===== src/rtl/sram_port0_arbiter.sv =====
// rtl/sram_port0_arbiter.sv - port 0 arbiter for the 32x512 OpenRAM macro; optional SRAM_ARB_WRITE_LOCK_EN
module sram_port0_arbiter #(
    parameter logic [31:0] BASE_ADDR = 32'h3000_0000,
    parameter logic [31:0] ADDR_MASK = 32'hFFFF_F800
) (
    input  logic        wb_clk_i,
    input  logic        rst_n,
    input  logic        wbs_cyc_i,
    input  logic        wbs_stb_i,
    input  logic        wbs_we_i,
    input  logic [3:0]  wbs_sel_i,
    input  logic [31:0] wbs_adr_i,
    input  logic [31:0] wbs_dat_i,
    output logic        wbs_ack_o,
    output logic [31:0] wbs_dat_o,
    input  logic        cpu_req_i,
    input  logic [8:0]  cpu_addr_i,
    output logic        cpu_gnt_o,
    output logic        cpu_rvalid_o,
    output logic [31:0] cpu_rdata_o,
    output logic        sram_csb0_o,
    output logic        sram_web0_o,
    output logic [3:0]  sram_wmask0_o,
    output logic [8:0]  sram_addr0_o,
    output logic [31:0] sram_din0_o,
    input  logic [31:0] sram_dout0_i,
    input  logic        wr_lock_i
);

    typedef enum logic [1:0] {IDLE, ACC, CAP, DONE} state_t;

    state_t state, state_nxt;
    logic   last_wb;
    logic   win_wb;
    logic   win_we;
    logic   wb_req;
    logic   grant_wb;
    logic   grant_any;
    logic   wb_wr_grant;
    logic   lock_hit;

    assign wb_req      = wbs_cyc_i & wbs_stb_i & ((wbs_adr_i & ADDR_MASK) == BASE_ADDR);
    // Round-robin: on a tie the requester that did not win last time goes first.
    assign grant_wb    = wb_req & (~cpu_req_i | ~last_wb);
    assign grant_any   = wb_req | cpu_req_i;
    assign wb_wr_grant = grant_wb & wbs_we_i;

`ifdef SRAM_ARB_WRITE_LOCK_EN
    assign lock_hit = wb_wr_grant & wr_lock_i;
`else
    logic unused_wr_lock;
    assign unused_wr_lock = wr_lock_i;
    assign lock_hit       = 1'b0;
`endif

    always_ff @(posedge wb_clk_i or negedge rst_n) begin
        if (!rst_n) begin
            state <= IDLE;
        end else begin
            state <= state_nxt;
        end
    end

    always_comb begin
        state_nxt = state;
        case (state)
            IDLE:    if (grant_any) state_nxt = ACC;
            ACC:     state_nxt = win_we ? DONE : CAP;
            CAP:     state_nxt = DONE;
            DONE:    state_nxt = IDLE;
            default: state_nxt = IDLE;
        endcase
    end

    // Handshake pulses decode the state; a dropped cyc in DONE suppresses the ack.
    always_comb begin
        wbs_ack_o    = 1'b0;
        cpu_gnt_o    = 1'b0;
        cpu_rvalid_o = 1'b0;
        case (state)
            ACC:  cpu_gnt_o = ~win_wb;
            DONE: begin
                wbs_ack_o    = win_wb & wbs_cyc_i;
                cpu_rvalid_o = ~win_wb;
            end
            default: ;
        endcase
    end

    // SRAM pins are registered at the IDLE->ACC edge and released on every other edge.
    always_ff @(posedge wb_clk_i or negedge rst_n) begin
        if (!rst_n) begin
            last_wb       <= 1'b0;
            win_wb        <= 1'b0;
            win_we        <= 1'b0;
            sram_csb0_o   <= 1'b1;
            sram_web0_o   <= 1'b1;
            sram_wmask0_o <= 4'h0;
            sram_addr0_o  <= 9'h0;
            sram_din0_o   <= 32'h0;
        end else if (state == IDLE && grant_any) begin
            last_wb       <= grant_wb;
            win_wb        <= grant_wb;
            win_we        <= wb_wr_grant;
            sram_csb0_o   <= lock_hit;
            sram_web0_o   <= ~wb_wr_grant;
            sram_wmask0_o <= wb_wr_grant ? wbs_sel_i : 4'h0;
            sram_addr0_o  <= grant_wb ? wbs_adr_i[10:2] : cpu_addr_i;
            if (wb_wr_grant) begin
                sram_din0_o <= wbs_dat_i;
            end
        end else begin
            sram_csb0_o <= 1'b1;
            sram_web0_o <= 1'b1;
        end
    end

    always_ff @(posedge wb_clk_i or negedge rst_n) begin
        if (!rst_n) begin
            wbs_dat_o   <= 32'h0;
            cpu_rdata_o <= 32'h0;
        end else if (state == CAP) begin
            if (win_wb) begin
                wbs_dat_o <= sram_dout0_i;
            end else begin
                cpu_rdata_o <= sram_dout0_i;
            end
        end
    end

endmodule


===== config.mk =====
export PLATFORM = sky130hd
export DESIGN_NAME = sram_port0_arbiter
export DESIGN_NICKNAME = d
export VERILOG_FILES = /design/src/rtl/sram_port0_arbiter.sv
export SDC_FILE = /design/constraint.sdc
export NUM_CORES = 1
export LEC_CHECK = 0
export ABC_CLOCK_PERIOD_IN_PS = 1900
export CORE_MARGIN = 2
export CORE_UTILIZATION = 36
export DETAILED_ROUTE_END_ITERATION = 10
export PLACE_DENSITY = 0.79
export SYNTH_ARGS = -nofsm -noshare
export SYNTH_HDL_FRONTEND = slang
export SYNTH_SLANG_ARGS = --single-unit
export TNS_END_PERCENT = 20

===== constraint.sdc =====
create_clock -name wb_clk_i -period 1.9 [get_ports wb_clk_i]
set_clock_uncertainty 0.15 [all_clocks]
set_input_delay 0.38 -clock wb_clk_i [delete_from_list [all_inputs] [get_ports wb_clk_i]]
set_output_delay 0.38 -clock wb_clk_i [all_outputs]
set_load 0.01 [all_outputs]

==> impl_metrics.ini <==
[sta]
rsz0062_at_grt = yes
fin_ws_ns = -0.05607
setup_viol = 16
clock.fmax_mhz = 511.2
tns_ns = -0.5781
fin_crit_ns = 1.956
worstMarginPinSlew_ns = 0.4384
finalMaxSlewViolations = 0
hold_viol = 0
fin_crit_sh_pct = 103.0
slew_headroom_pct = 70.77

[final_layout]
drive_above_1_share_pct = 37.57
nNetsFinal = 669
multi_input_area_um2 = 1750
seq_area_um2 = 2880
num_antenna_cells = 0
nFillCells = 934
syn2layout_area_growth_pct = 75.32
utilization_pct = 64.28

[die]
die_area_um2 = 13720
core-area_um2 = 12570
start_util_pct = 36.67
die_height_um = 117.1
num_rows = 41
ioPinCount = 230
dieWidth_um = 117.1

[route]
via_per_inst = 4.637
wirelength_um = 12540
dr.pass1.iters = 4
detail_route.wl_per_cell_um = 17.16
drc = 0
drt.antenna.violating_nets = 0
drt-initial-drc-count = 108
vias = 3390

[global_routing]
grt-ovfl-total = 0
antenna_found_initial = 0
met1_usage_pct = 20.51
grt_max_degree = 48
global_route.usage.met2_pct = 33.33
grt_pass1_wl_um = 19250
met3_usage_pct = 6.076
busiest_layer = met2
gr-usage-all-layers_pct = 18.62
grt_pass1_vias = 3808

[yosys]
ys_ff_latch = 115
syn-cell-area_um2 = 4608
synth_cell_type_count = 35
ys_seq_area_share_pct = 62.50
syn_nets = 404
synthCells = 283
synth_warnings = 0
avgSynthCellArea_um2 = 16.28

[worst_setup_path]
worstPathMaxFanout = 7
reg2reg_depth = 7
slowest_delay_ns = 0.30
timing.rr.end = sram_din0_o[7]$_DFFE_PN0P_
r2r_slack_ns = 0.02
path_cells = buf_6, nor4bb_4, nand4_1, buf_4, nor2_4, and4_4, buf_6, buf_12, buf_16, mux2_4
crit_top_cell = buf_6
worstPathRequired_ns = 2.03
reg2reg_from = state[0]$_DFFE_PN0P_
worstPathBufferInverterCount = 5
end_kind = register
worstSetupStartpoint = wbs_adr_i[11]
cp_slowest_cell = mux2_4
critPathKind = primary input to register
critical-path-top-delay-family = simple AND/OR/NAND/NOR gates
startpoint_type = primary input
crit_arrival_ns = 2.09

[run]
max_cap_violations = 0

[pwr]
p_sw_share_pct = 25.58
seqPwrFrac_pct = 34.7
p_sw_uw = 2395
power_frac_comb_pct = 30.8
vdd_drop_max_mv = 0.8016
cellInternalPower_uw = 6967
fin_total_pwr_uw = 9362
p_clk_share_pct = 34.5
cellPowerDensity_nw_per_um2 = 1159
leakage_uw = 0.003559

[clock_tree]
numCtsBuffers = 17
clock_latency_ns = 0.40
cts_buffer_depth = 2
cts_max_level = 4
cts.sinks = 115
cts_tree = done
clockRootBuffer = clkbuf_16
clkTransAtPathRegs_ns = 0.05

[outcome]
failed_checks = setup timing
status = finished, violations left

[placed_design]
io_buffer_count = 226
routabilityCongestion = 0.8052
hpwl_um = 9031

[hold_path]
hp-class = primary input to async pin
==> worst register-to-register path, delay by kind of cell, from the launching register on <==
family | cells | cell delay (ns)
adders and majority gates | 1 | 0.18
buffers and inverters | 4 | 0.50
DFF | 1 | 0.41
muxes | 1 | 0.30
and+or+nand+nor | 1 | 0.22
==> power by group through the flow <==
stage	Clock, uW	Combinational [uW]	Sequential [uW]
3_5_place_dp	0	2850	3290
6_report	3230	2880	3250
5_1_grt	3420	3090	3310
3_3_place_gp	0	2770	3260
4_1_cts	3300	2850	3260
2_1_floorplan	0	931	3490
==> layout make-up <==
type	count	area share (%)
well taps	172	2.664
inverters	3	0.1394
clock inverters	9	1.595
multi-input cells	152	21.67
clock buffers	21	5.947
flip-flops and latches	115	35.65
repair buffers	259	32.34
==> per-stage QoR <==
stage	cell area [um^2]	setup WS [ns]	std cells	hold slack, ns
floorplan	4611	-0.1073	283	-0.06559
global placement	7233	-0.8011	690	0.2033
detailed placement	7233	-0.8776	690	0.1993
CTS	8016	-0.03279	729	0.3165
global route	8079	-0.09796	731	0.3395
finish	8079	-0.05607	731	0.3194
==> flip-flops by register name, indices dropped and copies added (netlist names) <==
signal and cells:
sram_csb0_o 1, cpu_rdata_o 32, sram_addr0_o 9, win_wb 1, state 2, win_we 1
sram_wmask0_o 4, sram_web0_o 1, wbs_dat_o 32, sram_din0_o 32
==> synthesized netlist by cell type <==
| master | instances | area, um^2 |
|---|---|---|
| nor4_2 | 1 | 12.51 |
| nand2_1 | 4 | 15.01 |
| o21ai_0 | 3 | 15.01 |
| mux2_4 | 10 | 150.1 |
| dfrtp_1 | 113 | 2828 |
| nor2b_1 | 3 | 18.77 |
| a211oi_1 | 1 | 7.510 |
| nand2b_1 | 1 | 6.260 |
| and3_1 | 1 | 6.260 |
| a21o_1 | 1 | 7.510 |
| mux2_1 | 5 | 56.30 |
| nor4_1 | 2 | 12.51 |
| nand3_1 | 1 | 5.000 |
| buf_2 | 5 | 25.02 |
| and2_1 | 1 | 6.260 |
| a22oi_1 | 1 | 7.510 |
| inv_1 | 3 | 11.26 |
| o21ai_2 | 1 | 8.760 |
| nor3_1 | 1 | 5.000 |
| buf_8 | 1 | 15.01 |
| o21a_1 | 1 | 7.510 |
| dfstp_2 | 2 | 52.55 |
| nor2_2 | 1 | 6.260 |
| buf_12 | 2 | 40.04 |
| and4bb_2 | 1 | 12.51 |
| buf_1 | 3 | 11.26 |
| a22o_1 | 4 | 35.03 |
| nor4bb_1 | 1 | 10.01 |
| ha_1 | 5 | 62.56 |
| mux2_2 | 99 | 1115 |
| buf_4 | 1 | 7.510 |
| nand4_1 | 1 | 6.260 |
| nor3b_1 | 1 | 7.510 |
| clkbuf_1 | 1 | 3.750 |
| and4_4 | 1 | 11.26 |
==> cells by family after synthesis <==
logic type	Yosys count	synth area share, %
DFF	115	62.50
muxes	114	28.67
AOI/OAI and AO/OA	12	1.928
adders and majority gates	5	1.358
buffers and inverters	16	2.471
and+or+nand+nor	21	3.068
==> placed cells by master (no fill, tap or decap), types with 2 or more instances in the layout <==
cell type / instances
nor4_2: 3
clkinvlp_4: 2
bufinv_16: 3
clkbuf_16: 17
inv_1: 2
clkdlybuf4s15_1: 6
dlygate4sd2_1: 2
clkbuf_8: 4
mux2_1: 5
buf_4: 18
a22o_1: 4
buf_6: 8
buf_12: 8
ha_4: 2
clkinv_2: 3
mux2_4: 24
dfrtp_1: 113
buf_16: 3
nand2_1: 3
dlymetal6s2s_1: 2
dfstp_2: 2
clkbuf_2: 8
mux2_2: 85
ha_1: 2
nor2b_1: 3
buf_2: 8
o21ai_0: 3
clkdlybuf4s50_1: 195
==> per-layer routing <==
layer / vias to the layer above / part of all wire (%)
met1: 1687 / 38
met3: 23 / 6.0
li1: 1551 / -
met4: 0 / 2.1
met2: 129 / 54
met5: - / 0
==> worst max-delay path by stage <==
| stage | end | slack [ns] | cells past startpoint |
|---|---|---|---|
| 6_report | sram_din0_o[7]$_DFFE_PN0P_ | -0.06 | 10 |
| 5_1_grt | sram_din0_o[3]$_DFFE_PN0P_ | -0.1 | 10 |
| 4_1_cts | sram_addr0_o[3]$_DFFE_PN0P_ | -0.03 | 8 |
| 3_5_place_dp | sram_addr0_o[3]$_DFFE_PN0P_ | -0.88 | 7 |
| 3_3_place_gp | sram_addr0_o[7]$_DFFE_PN0P_ | -0.80 | 7 |
| 2_1_floorplan | sram_addr0_o[0]$_DFFE_PN0P_ | -0.11 | 6 |
==> what timing repair did <==
action	in CTS	in global routing
buffers inserted	5	2
endpoints found under the setup margin	54	49
hold buffers	1	0
pin swaps	11	10
resized for setup	97	32
endpoints found under the hold margin	24	0
gates cloned	4	0
(Power assumes the default switching activity.)
